[src/rtl/trig_pkg.sv]
// Shared constants and types for the trigger-board histogram readout path.
// Frame header values, frame length, FSM states and the histogram word type.
package trig_pkg;

    localparam logic [7:0] HDR_OK       = 8'hA5;
    localparam logic [7:0] HDR_UNSTABLE = 8'hA6;
    localparam int         FRAME_LEN    = 35;

    typedef enum logic [2:0] {
        ST_IDLE,
        ST_CLEAR,
        ST_SETTLE,
        ST_SAMPLE,
        ST_SEND
    } state_t;

    typedef logic [31:0] hist_word_t;

endpackage

[src/rtl/byte_serializer.sv]
// Turns a captured histogram buffer plus header/channel into a checksummed
// byte frame on a valid/ready stream; done_o pulses as the last byte is taken.
module byte_serializer
    import trig_pkg::*;
#(
    parameter int DATA_W = 256
) (
    input  logic              clk,
    input  logic              nrst,
    input  logic              load_i,
    input  logic [7:0]        hdr_i,
    input  logic [7:0]        chan_i,
    input  logic [DATA_W-1:0] data_i,
    input  logic              tx_ready_i,
    output logic [7:0]        tx_data_o,
    output logic              tx_valid_o,
    output logic              done_o
);

    localparam logic [5:0] LAST_IDX = 6'(FRAME_LEN - 1);

    logic [DATA_W-1:0] buf_q;
    logic [7:0]        hdr_q;
    logic [7:0]        chan_q;
    logic [7:0]        csum_q;
    logic [5:0]        idx_q;
    logic              valid_q;
    logic [4:0]        byteSel;
    logic [7:0]        txByte;

    // Byte index 2..33 maps linearly onto the buffer, which is already little-endian per word.
    always_comb begin
        byteSel = 5'(idx_q - 6'd2);
        if (idx_q == 6'd0) begin
            txByte = hdr_q;
        end else if (idx_q == 6'd1) begin
            txByte = chan_q;
        end else if (idx_q == LAST_IDX) begin
            txByte = csum_q;
        end else begin
            txByte = buf_q[{byteSel, 3'b000} +: 8];
        end
    end

    always_ff @(posedge clk or negedge nrst) begin
        if (!nrst) begin
            buf_q   <= '0;
            hdr_q   <= '0;
            chan_q  <= '0;
            csum_q  <= '0;
            idx_q   <= '0;
            valid_q <= 1'b0;
        end else if (load_i) begin
            buf_q   <= data_i;
            hdr_q   <= hdr_i;
            chan_q  <= chan_i;
            csum_q  <= '0;
            idx_q   <= '0;
            valid_q <= 1'b1;
        end else if (valid_q && tx_ready_i) begin
            if (idx_q == LAST_IDX) begin
                valid_q <= 1'b0;
                idx_q   <= '0;
            end else begin
                idx_q <= idx_q + 6'd1;
                if (idx_q != 6'd0) begin
                    csum_q <= csum_q ^ txByte;
                end
            end
        end
    end

    assign tx_data_o  = txByte;
    assign tx_valid_o = valid_q;
    assign done_o     = valid_q && tx_ready_i && (idx_q == LAST_IDX);

endmodule

[src/rtl/histo_readout.sv]
// Slow-domain readout engine: selects a histogram channel, waits for it to settle,
// captures it with a two-sample stability check and streams it out as a byte frame.
module histo_readout
    import trig_pkg::*;
#(
    parameter int NCHAN        = 16,
    parameter int NHIST        = 8,
    parameter int SETTLE       = 8,
    parameter int RESET_CYCLES = 16,
    parameter int MAX_RETRY    = 4
) (
    input  logic                  clk,
    input  logic                  nrst,
    input  logic                  cmd_valid,
    output logic                  cmd_ready,
    input  logic                  cmd_reset,
    input  logic [7:0]            cmd_chan,
    input  logic [32*NHIST-1:0]   histos_in,
    output logic [7:0]            histostosend,
    output logic                  resethist,
    output logic [7:0]            tx_data,
    output logic                  tx_valid,
    input  logic                  tx_ready,
    output logic                  busy
);

    localparam logic [15:0] SETTLE_LAST = 16'(SETTLE - 1);
    localparam logic [15:0] CLEAR_LAST  = 16'(RESET_CYCLES - 1);
    localparam logic [7:0]  RETRY_LAST  = 8'(MAX_RETRY - 1);
    localparam logic [8:0]  NCHAN_W     = 9'(NCHAN);

    state_t                  state_q, state_d;
    logic [7:0]              sel_q, sel_d;
    logic [7:0]              chan_q, chan_d;
    logic [15:0]             cnt_q, cnt_d;
    logic [1:0]              phase_q, phase_d;
    logic [7:0]              retry_q, retry_d;
    hist_word_t [NHIST-1:0]  a_q, a_d;
    hist_word_t [NHIST-1:0]  b_q, b_d;

    logic                    serLoad;
    logic [7:0]              serHdr;
    logic [7:0]              serChan;
    logic [32*NHIST-1:0]     serData;
    logic                    serDone;
    logic                    inRange;

    assign inRange = {1'b0, cmd_chan} < NCHAN_W;

    always_comb begin
        state_d = state_q;
        sel_d   = sel_q;
        chan_d  = chan_q;
        cnt_d   = cnt_q;
        phase_d = phase_q;
        retry_d = retry_q;
        a_d     = a_q;
        b_d     = b_q;
        serLoad = 1'b0;
        serHdr  = HDR_OK;
        serChan = chan_q;
        serData = b_q;

        case (state_q)
            ST_IDLE: begin
                if (cmd_valid) begin
                    chan_d = cmd_chan;
                    cnt_d  = '0;
                    if (cmd_reset) begin
                        state_d = ST_CLEAR;
                    end else if (inRange) begin
                        sel_d   = cmd_chan;
                        phase_d = '0;
                        state_d = ST_SETTLE;
                    end else begin
                        // Unknown channel: answer with an all-zero frame, bank select untouched.
                        serLoad = 1'b1;
                        serChan = cmd_chan;
                        serData = '0;
                        state_d = ST_SEND;
                    end
                end
            end
            ST_CLEAR: begin
                if (cnt_q == CLEAR_LAST) begin
                    state_d = ST_IDLE;
                end else begin
                    cnt_d = cnt_q + 16'd1;
                end
            end
            ST_SETTLE: begin
                if (cnt_q == SETTLE_LAST) begin
                    phase_d = '0;
                    state_d = ST_SAMPLE;
                end else begin
                    cnt_d = cnt_q + 16'd1;
                end
            end
            ST_SAMPLE: begin
                case (phase_q)
                    2'd0: begin
                        a_d     = histos_in;
                        phase_d = 2'd1;
                    end
                    2'd1: begin
                        b_d     = histos_in;
                        phase_d = 2'd2;
                    end
                    default: begin
                        if (a_q == b_q) begin
                            serLoad = 1'b1;
                            state_d = ST_SEND;
                        end else if (retry_q == RETRY_LAST) begin
                            serLoad = 1'b1;
                            serHdr  = HDR_UNSTABLE;
                            state_d = ST_SEND;
                        end else begin
                            retry_d = retry_q + 8'd1;
                            cnt_d   = '0;
                            state_d = ST_SETTLE;
                        end
                    end
                endcase
            end
            ST_SEND: begin
                if (serDone) begin
                    retry_d = '0;
                    state_d = ST_IDLE;
                end
            end
            default: state_d = ST_IDLE;
        endcase
    end

    always_ff @(posedge clk or negedge nrst) begin
        if (!nrst) begin
            state_q <= ST_IDLE;
            sel_q   <= '0;
            chan_q  <= '0;
            cnt_q   <= '0;
            phase_q <= '0;
            retry_q <= '0;
            a_q     <= '0;
            b_q     <= '0;
        end else begin
            state_q <= state_d;
            sel_q   <= sel_d;
            chan_q  <= chan_d;
            cnt_q   <= cnt_d;
            phase_q <= phase_d;
            retry_q <= retry_d;
            a_q     <= a_d;
            b_q     <= b_d;
        end
    end

    byte_serializer #(
        .DATA_W (32*NHIST)
    ) u_ser (
        .clk        (clk),
        .nrst       (nrst),
        .load_i     (serLoad),
        .hdr_i      (serHdr),
        .chan_i     (serChan),
        .data_i     (serData),
        .tx_ready_i (tx_ready),
        .tx_data_o  (tx_data),
        .tx_valid_o (tx_valid),
        .done_o     (serDone)
    );

    // resethist decodes straight from state so an async reset drops it at once.
    assign cmd_ready    = (state_q == ST_IDLE);
    assign busy         = (state_q != ST_IDLE);
    assign resethist    = (state_q == ST_CLEAR);
    assign histostosend = sel_q;

endmodule

[config.mk]
export PLATFORM = sky130hd
export DESIGN_NAME = histo_readout
export DESIGN_NICKNAME = d
export VERILOG_FILES = /design/src/rtl/trig_pkg.sv /design/src/rtl/byte_serializer.sv /design/src/rtl/histo_readout.sv
export SDC_FILE = /design/constraint.sdc
export NUM_CORES = 1
export LEC_CHECK = 0
export ABC_AREA = 1
export CAP_MARGIN = 10
export CORE_ASPECT_RATIO = 0.6
export CORE_UTILIZATION = 55
export DETAILED_ROUTE_END_ITERATION = 6
export GPL_ROUTABILITY_DRIVEN = 0
export PLACE_DENSITY = 0.85
export SLEW_MARGIN = 20
export SYNTH_ARGS = -nofsm -noshare
export SYNTH_HDL_FRONTEND = slang
export SYNTH_SLANG_ARGS = --single-unit
[constraint.sdc]
create_clock -name clk -period 5.6 [get_ports clk]
set_input_delay 0.84 -clock clk [delete_from_list [all_inputs] [get_ports clk]]
set_output_delay 0.84 -clock clk [all_outputs]
set_load 0.01 [all_outputs]
**After elaboration in Yosys (flattened, before gate mapping)**

Cells that the tools add are included.

- Register bits: 844
- Input bits: 269
- Output and inout port bits: 20
- Word-level logic and storage cells: 144

- $add $sub $neg: 4
- $lt $le $gt $ge: 1
- Equal/unequal tests: 24
- Shift operators: 1
- Multiplexer cells: 60
- Bitwise gates (word level): 2
- Reduce and logical (&&, ||, !) cells: 24

Operators by type and width:

| operator | number |
|---|---|
| 2-to-1 mux 256 bit | 4 |
| == test 256 bit | 1 |
| indexed part select 256 x 9 -> 8 bit | 1 |
| 2-to-1 mux 8 bit | 15 |
| 2-to-1 mux 16 bit | 6 |
| case mux 16 bit (4 select lines) | 1 |
| 2-to-1 mux 3 bit | 9 |
| != test 2 bit (second input constant) | 10 |
| 2-to-1 mux 6 bit | 3 |
| adder 16 x 1 -> 16 bit (second input constant) | 1 |
| == test 16 x 3 -> 1 bit (second input constant) | 1 |
| == test 16 x 4 -> 1 bit (second input constant) | 1 |
| 2-to-1 mux 2 bit | 8 |
| case mux 8 bit (2 select lines) | 1 |
| case mux 3 bit (5 select lines) | 1 |
| AND reduction 5 bit | 2 |
| 2-to-1 mux 1 bit | 9 |
| adder 8 x 1 -> 8 bit (second input constant) | 1 |
| == test 8 x 2 -> 1 bit (second input constant) | 1 |
| less-than comparator 8 x 5 -> 1 bit (second input constant) | 1 |
| AND reduction 2 bit | 4 |
| nonzero test 2 bit | 4 |
| XOR 8 bit | 1 |
| AND reduction 7 bit | 1 |
| 25 further kinds | 29 |

**Logic depth before layout (Yosys ltp)**

Gate-level depths: netlist (run 1).

- Word-level depth: 10
- Gate-level depth with buffers: 20
- Mapped depth without buffers: 17

**Hierarchy**

A second synthesis (run 1) with hierarchy kept.

- Cells, all modules: 5662
- Area, all modules: 41677.5 um2

Modules (own cells, without submodules):

| module | instances | cells each | area an instance (um2) | sequential area each (um2) |
|---|---|---|---|---|
| histo_readout | 1 | 3768 | 27551.4 | 13938.4 |
| byte_serializer | 1 | 1894 | 14126.0 | 7181.9 |

**Worst setup path before layout (run 1)**

Ideal clock, no wire load.

- Kind: register -> output
- From: reg u_ser.idx_q[1]
- To: out tx_data[0]
- Arrival: 2.413 ns
- Data required time: 4.760 ns
- Path slack: 2.347 ns
- Cell stages (with the launch flop): 18
- Path buffers: 5
- Cell sequence: dfrtp_1 > buf_2 > inv_2 > buf_2 > buf_2 > ha_1 > clkbuf_1 > inv_1 > buf_1 > nand3_1 > nand3_1 > nand2_1 > nand2_1 > nand3_1 > nand2_1 > nand2_1 > nand2_1 > o21ai_0

- Cells in the longest elaborated chain, start to end: 5
- Elaborated cells between the ends (all ways): 8
- Those cells by class: add/sub (1); eq/ne (2); shift (1); mux (3); reduce/logical (1)

RTL lines:

| what | RTL line | source |
|---|---|---|
| start, declared | byte_serializer.sv:26 | `logic [5:0] idx_q;` |
| start signal, assigned | byte_serializer.sv:65 | `idx_q <= idx_q + 6'd1;` |
| subtractor 5 x 2 -> 5 bit | byte_serializer.sv:33 | `byteSel = 5'(idx_q - 6'd2);` |
| indexed part select 256 x 9 -> 8 bit | byte_serializer.sv:41 | `txByte = buf_q[{byteSel, 3'b000} +: 8];` |
| 2-to-1 mux 8 bit | byte_serializer.sv:38 | `end else if (idx_q == LAST_IDX) begin` |
| 2-to-1 mux 8 bit | byte_serializer.sv:36 | `end else if (idx_q == 6'd1) begin` |
| 2-to-1 mux 8 bit * | byte_serializer.sv:34 | `if (idx_q == 6'd0) begin` |
| end, declared | histo_readout.sv:21 | `output logic [7:0] tx_data,` |

Mark *: on every way between the ends. The rest lies on a longest branch, timed or not.

**Worst setup path after layout (run 1)**

- From: reg u_ser.idx_q[1]
- To: out tx_data[7]

The elaborated chain is that of the path after synthesis.

==> summary.md, run 1 <==
| Metric | Value |
|---|---|
| Seq/Total Area, Yosys | 54.06% |
| Most frequent cells in the layout | 1106 x nand2_1, 837 x dfrtp_1, 666 x o21ai_0 |
| Cell family with most CP delay | buffers and inverters |
| Worst endpoint required time | 4760 ps |
| Fill cells | 5605 |
| CP max stage cell | xnor2_2 |
| Final hold vios | 0 |
| Worst path cell trace | inv_2 > ha_1 > xnor2_2 > inv_1 > nand3_1 > nand3_1 > nand2_1 > nand2_1 > nand2_1 > nand2_1 > nand2_1 > nand2_1 > clkdlybuf4s50_1 |
| Area grow syn2layout | 14.70% |
| ANT nets after route | 0 |
| Setup violators final | 0 |
| Fraction of layout cells with a size suffix above 1 | 3.688% |
| Worst setup path class | reg -> out |
| GRT Residual Overflow | 0 |
| Largest stage delay, worst path | 680 ps |
| Max-cap violation count | 0 |
| Initial core utilization | 55.62% |
| Die H | 207.8 um |
| Final WS setup | 623.2 ps |
| Most used cell, CP | nand2_1 |
| Overall routing resource usage | 29.03% |
| RSZ-0062 raised after global routing | false |
| Adder-Cell Fraction of Synth Area | 0.2578% |
| Drt wl/cell | 18.04 um |
| Largest net degree at the start of global routing | 218 |
| Layout net count | 5072 |
| Worst path arrival time | 4140 ps |
| Clk sink count | 839 |
| Core ar. | 69820 um^2 |
| CTS tree | built |
| Hold buffer count at CTS | 0 |
| Worst skew pair latency | 640 ps |
| Post-synth ARST share | 100.0% |
| Tcrit/Tclk final | 88.87% |
| Most common cell after layout, fill and taps aside | nand2_1 |
| Vias | 32268 |
| Yosys reg bits | 839 |
| Synth area leader | dfrtp_1 |
| Top-area cell type share of the netlist area | 54.06% |
| # port buffers | 288 |
| Placed wire-length estimate | 71420 um |
| Main flop type after synthesis | dfrtp_1 |
| First-pass GRT wire length | 165000 um |
| Yosys warns | 0 |
| CTS Buffer Depth | 3 |
| H-Tree Depth | 3 |
| Synth Instances | 4658 |
| CP Capture Type | primary output |
| DIE AREA | 71710 um^2 |
| Static leakage | 22.17 nW |
| Period minus WS final | 4977 ps |
| Top cells by area, synth | dfrtp_1 54%, nand2_1 11%, o21ai_0 8.6% |
| CTS root buf | clkbuf_16 |
| Via/cell ratio | 5.586 |
| TritonCTS Buffers | 75 |
| Number of synthesized flops with an enable pin | 0 |
| Avg Cell Area, Syn | 8.337 um^2 |
| Initial antenna violation count | 3 |
| Hold Crit Class | in -> async |
| Setup TNS Final | 0 ps |
| Simple-gate share of the synthesized area | 19.51% |
| Post-Synth XOR/XNOR Area | 5.406% |
| Initial DRC Count | 4588 |
| Slew margin rel. | 22.61% |
| Compound-Gate Fraction of Synth Area | 12.06% |
| Vias in the first global route | 30025 |
| Pre-CTS WS | 1338 ps |
| Post-CTS sizing | 0 |
| Mux cell area share after synthesis | 0% |
| Die span in x | 345.0 um |
| Maximum vdd drop | 382.8 uV |
| Syn Std Cell Area | 38830 um^2 |
| Final Max Tran Viols | 0 |
| DRT Pass-1 Iters | 6 |
| Outcome | complete, no violations |
| Clock Skew | 22.21 ps |
| Distinct cells, synth | 40 |
| Net Count, Synth | 4935 |
| CP bufs+invs | 3 |
| Clock transition at path regs | 70 ps |
| Routed wire length | 104200 um |
| Pwr Density | 570.7 nW/um^2 |
| Largest family of logic cells by synthesized area | simple AND/OR/NAND/NOR gates |
| Site Rows | 75 |
| Max FO, Critical Path | 29 |
| Worst slew pin tran | 1150 ps |
| Setup Buffers After CTS | 0 |
| Crit start category | flop |
| Drt drc | 0 |
| Ant. Diodes | 0 |
| Fmax | 200.9 MHz |
| IO Pins | 289 |
## worst paths after layout
path / startpoint / endpoint / slack, ps / depth (start not counted)
min in group clk: u_ser.buf_q[150] / u_ser.buf_q[150] / 480 / 2
hold reg to reg: u_ser.buf_q[150] / u_ser.buf_q[150] / 480 / 2
max in group asynchronous: nrst / a_q[214] / 4040 / 2
setup reg to reg: b_q[23] / u_ser.buf_q[10] / 1670 / 15
hold / removal: nrst / b_q[37] / 210 / 1
setup / recovery: u_ser.idx_q[1] / tx_data[7] / 620 / 13
## through the flow
stage | util, % | hold slack (ps) | cells | power (mW) | cell area [um^2]
2_1_floorplan | - | 440.0 | 4658 | 16.70 | 38830
3_3_place_gp | 60.16 | 458.6 | 5641 | 19.36 | 42000
3_5_place_dp | 60.16 | 461.5 | 5641 | 19.77 | 42000
4_1_cts | 63.76 | 234.5 | 5776 | 25.23 | 44510
5_1_grt | 63.80 | 274.4 | 5777 | 27.09 | 44540
6_report | 63.80 | 209.3 | 5777 | 25.42 | 44540
## logic make-up (layout without fill, tap and decap cells)
| kind of cell | after synthesis | count (layout) |
|---|---|---|
| AND/OR/NAND/NOR | 1835 | 1835 |
| AO/OA/AOI/OAI | 920 | 920 |
| flip-flops | 839 | 839 |
| buffers and inverters | 818 | 1013 |
| XOR/XNOR | 238 | 238 |
| adder cells (fa/ha/maj) | 8 | 8 |
## cell usage after synthesis (18+ instances only)
cell and number:
nand3_1 435, buf_6 26, inv_1 552, nand4_1 22
nor2_1 243, xor2_1 220, buf_2 43, o21ai_1 143
dfrtp_1 839, a21oi_1 80, clkbuf_1 161, nand2_1 1108
o21ai_0 666, buf_1 18
## flip-flops by register name, summed over array words and instances, names as in the netlist, 8 cells and up
signal        cells
chan_q            8
u_ser.chan_q      8
u_ser.csum_q      8
a_q             256
histostosend      8
u_ser.buf_q     256
cnt_q            16
retry_q           8
b_q             256
## report_power, final
| group | internal [mW] | switching [mW] |
|---|---|---|
| clock network | 2.97 | 2.37 |
| logic | 3.51 | 5.77 |
| registers | 8.71 | 2.09 |
| total | 15.2 | 10.2 |
## layout make-up
type | count | area [um^2] | area share [%]
sequential | 839 | 21000 | 47.15
multi-input combinational | 3001 | 14490 | 32.53
timing repair buffer | 320 | 3286 | 7.376
clock buffer | 102 | 2131 | 4.784
inverter | 558 | 2096 | 4.705
tap | 924 | 1156 | 2.596
clock inverter | 33 | 380.4 | 0.8539
## metal layers
layer / global-route usage [%] / vias up / share of wire [%]
li1: - / 15072 / -
met1: 44.28 / 15474 / 45
met2: 40.41 / 1576 / 42
met3: 9.337 / 144 / 12
met4: 5.896 / 2 / 1.8
met5: 0 / - / 0.012
(Power assumes the default switching activity.)
==> inputs of run 2 (changes only) <==
CTS_CLUSTER_DIAMETER = 150   (was default)
MAX_ROUTING_LAYER = met4   (was default)
==> run 2 against run 1 <==
  * Register-to-register slack about the same
  * Die area unchanged
  * Largest cell class unchanged
  * Clock power about the same
  * Design area about the same
  * Clock skew up 2.4 ps
  * Highest routed layer is now met4
  * First-iteration DRC count down 4.3%
==> summary.md, run 2 (same netlist as run 1, synthesis figures left out) <==
| Metric | Value |
|---|---|
| Outcome | complete, no violations |
| Register-to-Register Path Depth | 14 (-1) |
| Hold Crit Class | in -> async |
| ANT nets after route | 0 (unchanged) |
| Top Registers | a_q x256, b_q x256, u_ser.buf_q x256 |
| Setup Buffers After CTS | 0 (unchanged) |
| Largest stage delay, worst path | 710 ps (+30 ps) |
| Worst skew pair latency | 650 ps (about the same) |
| Fraction of layout cells with a size suffix above 1 | 3.688% (unchanged) |
| IO Pins | 289 (unchanged) |
| Worst endpoint required time | 4760 ps (about the same) |
| Cell family with most CP delay | buffers and inverters |
| GRT Residual Overflow | 0 (unchanged) |
| Site Rows | 75 (unchanged) |
| CTS root buf | clkbuf_16 |
| Most frequent cells in the layout | 1106 x nand2_1, 837 x dfrtp_1, 666 x o21ai_0 |
| Via/cell ratio | 5.585 (about the same) |
| Worst setup path class | reg -> out |
| DRT Pass-1 Iters | 7 (+1) |
| Reg-to-Reg End | u_ser.buf_q[10] |
| RSZ-0062 raised after global routing | false |
| Largest net degree at the start of global routing | 218 (unchanged) |
| Flop pwr share | 42.5% (about the same) |
| Fmax | 198.8 MHz (-1.0%) |
| Clk sink count | 839 (unchanged) |
| Hold buffer count at CTS | 0 (unchanged) |
| Clock Skew | 24.62 ps (+2.414 ps) |
| Pwr Density | 570.7 nW/um^2 (about the same) |
| Most used cell, CP | nand2_1 |
| Met3 routed WL | 12170 um (-1.4%) |
| CP max stage cell | xnor2_2 |
| CP bufs+invs | 3 (unchanged) |
| Static leakage | 22.17 nW (unchanged) |
| Top sig layer | met4 |
| Most common cell after layout, fill and taps aside | nand2_1 |
| FF-to-FF Start | b_q[29] |
| Core ar. | 69820 um^2 (unchanged) |
| Net Sw Power | 10.24 mW (about the same) |
| Initial antenna violation count | 3 (unchanged) |
| CTS tree | built |
| Clock power frac | 21.0% (about the same) |
| Drt drc | 0 (unchanged) |
| Final instance area | 44550 um^2 (about the same) |
| DIE AREA | 71710 um^2 (unchanged) |
| Initial DRC Count | 4390 (-4.3%) |
| # port buffers | 288 (unchanged) |
| Vias | 32276 (+0.025%) |
| TritonCTS Buffers | 75 (unchanged) |
| Die span in x | 345.0 um (unchanged) |
| Vias in the first global route | 29956 (-0.23%) |
| Pint | 15.19 mW (about the same) |
| Logic gate share of total power | 36.5% (about the same) |
| Area grow syn2layout | 14.71% (about the same) |
| Worst slew pin tran | 1067 ps (-83.15 ps) |
| Layout net count | 5072 (unchanged) |
| Die H | 207.8 um (unchanged) |
| Clock transition at path regs | 70 ps (about the same) |
| Switching share of power | 40.26% (about the same) |
| Crit start category | flop |
| Setup violators final | 0 (unchanged) |
| Setup TNS Final | 0 ps (unchanged) |
| Final hold vios | 0 (unchanged) |
| Max-cap violation count | 0 (unchanged) |
| Max FO, Critical Path | 29 (unchanged) |
| Placed wire-length estimate | 71420 um (unchanged) |
| Met2 routed WL | 43550 um (-0.15%) |
| DP Area | 42000 um^2 (unchanged) |
| First-pass GRT wire length | 165100 um (about the same) |
| CTS Buffer Depth | 3 (unchanged) |
| Post-CTS sizing | 0 (unchanged) |
| Design Power | 25.42 mW (about the same) |
| Final WS setup | 570.4 ps (-52.73 ps) |
| Initial core utilization | 55.62% (unchanged) |
| Worst hold slack | 200.0 ps (-9.300 ps) |
| Slew margin rel. | 28.20% (+5.6 points) |
| CP Capture Type | primary output |
| Overall routing resource usage | 29.95% (+0.92 points) |
| Worst path arrival time | 4190 ps (+50 ps) |
| Drt wl/cell | 18.04 um (about the same) |
| Period minus WS final | 5030 ps (+52.73 ps) |
| Worst reg2reg setup slack | 1670 ps (about the same) |
| Worst path cell trace | inv_2 > ha_1 > xnor2_2 > inv_1 > nand3_1 > nand3_1 > nand2_1 > nand2_1 > nand2_1 > nand2_1 > nand2_1 > nand2_1 > clkdlybuf4s50_1 |
| Maximum vdd drop | 385.4 uV (+0.67%) |
| WL met1 | 46700 um (+0.66%) |
| H-Tree Depth | 3 (unchanged) |
| Routed wire length | 104200 um (about the same) |
| Pre-CTS WS | 1338 ps (unchanged) |
| Tcrit/Tclk final | 89.81% (+0.94 points) |
| Final Max Tran Viols | 0 (unchanged) |
run 2: cell count changes in the layout (fill, tap and decap cells not counted):
cell / previous run / this run
diode_2: 0 / 2
run 2: through the flow:
step           cells  util [%]
2_1_floorplan   4658         -
3_3_place_gp    5641     60.16
3_5_place_dp    5641     60.16
4_1_cts         5776     63.76
5_1_grt         5779     63.81
6_report        5779     63.81
run 2: worst register-to-register path, stage by stage, from the launching register on:
cell	delay, ps
dfrtp_1	480
xnor2_1	180
nand4_1	110
nor2_1	150
nand2_1	110
nor2_1	420
nand2_1	210
nor2_1	130
nand2_1	90
nand2_2	230
nand2_4	170
nand2_8	660
buf_4	550
nand3_1	220
o21ai_0	150
run 2: how the worst max path moves through the flow:
stage / start / end / slack (ps) / depth (start not counted)
floorplan: u_ser.idx_q[1] / tx_data[0] / 2350 / 17
global placement: u_ser.idx_q[1] / tx_data[0] / 1330 / 13
detailed placement: u_ser.idx_q[1] / tx_data[0] / 1340 / 13
CTS: u_ser.idx_q[1] / tx_data[0] / 650 / 13
global route: u_ser.idx_q[0] / tx_data[3] / 290 / 8
finish: u_ser.idx_q[1] / tx_data[7] / 570 / 13
run 2: power groups by stage:
stage	registers, mW	logic [mW]	clock network, mW
after floorplan	10.1	6.64	0
after global placement	10.7	8.68	0
after detailed placement	10.8	9.00	0
after CTS	10.7	9.13	5.38
after global routing	11.0	10.4	5.61
final	10.8	9.28	5.35
run 2: cell type report:
type                       count  area [um^2]
fill                        5604        25270
sequential                   839        21000
multi-input combinational   3001        14490
timing repair buffer         320         3286
clock buffer                 102         2131
inverter                     558         2096
tap                          924         1156
clock inverter                33        380.4
antenna                        2        5.005
run 2: layer usage:
metal / GRT usage, % / vias up
met3: 9.131 / 137
met5: - / -
met1: 44.40 / 15481
li1: - / 15094
met2: 40.44 / 1564
met4: 5.942 / 0
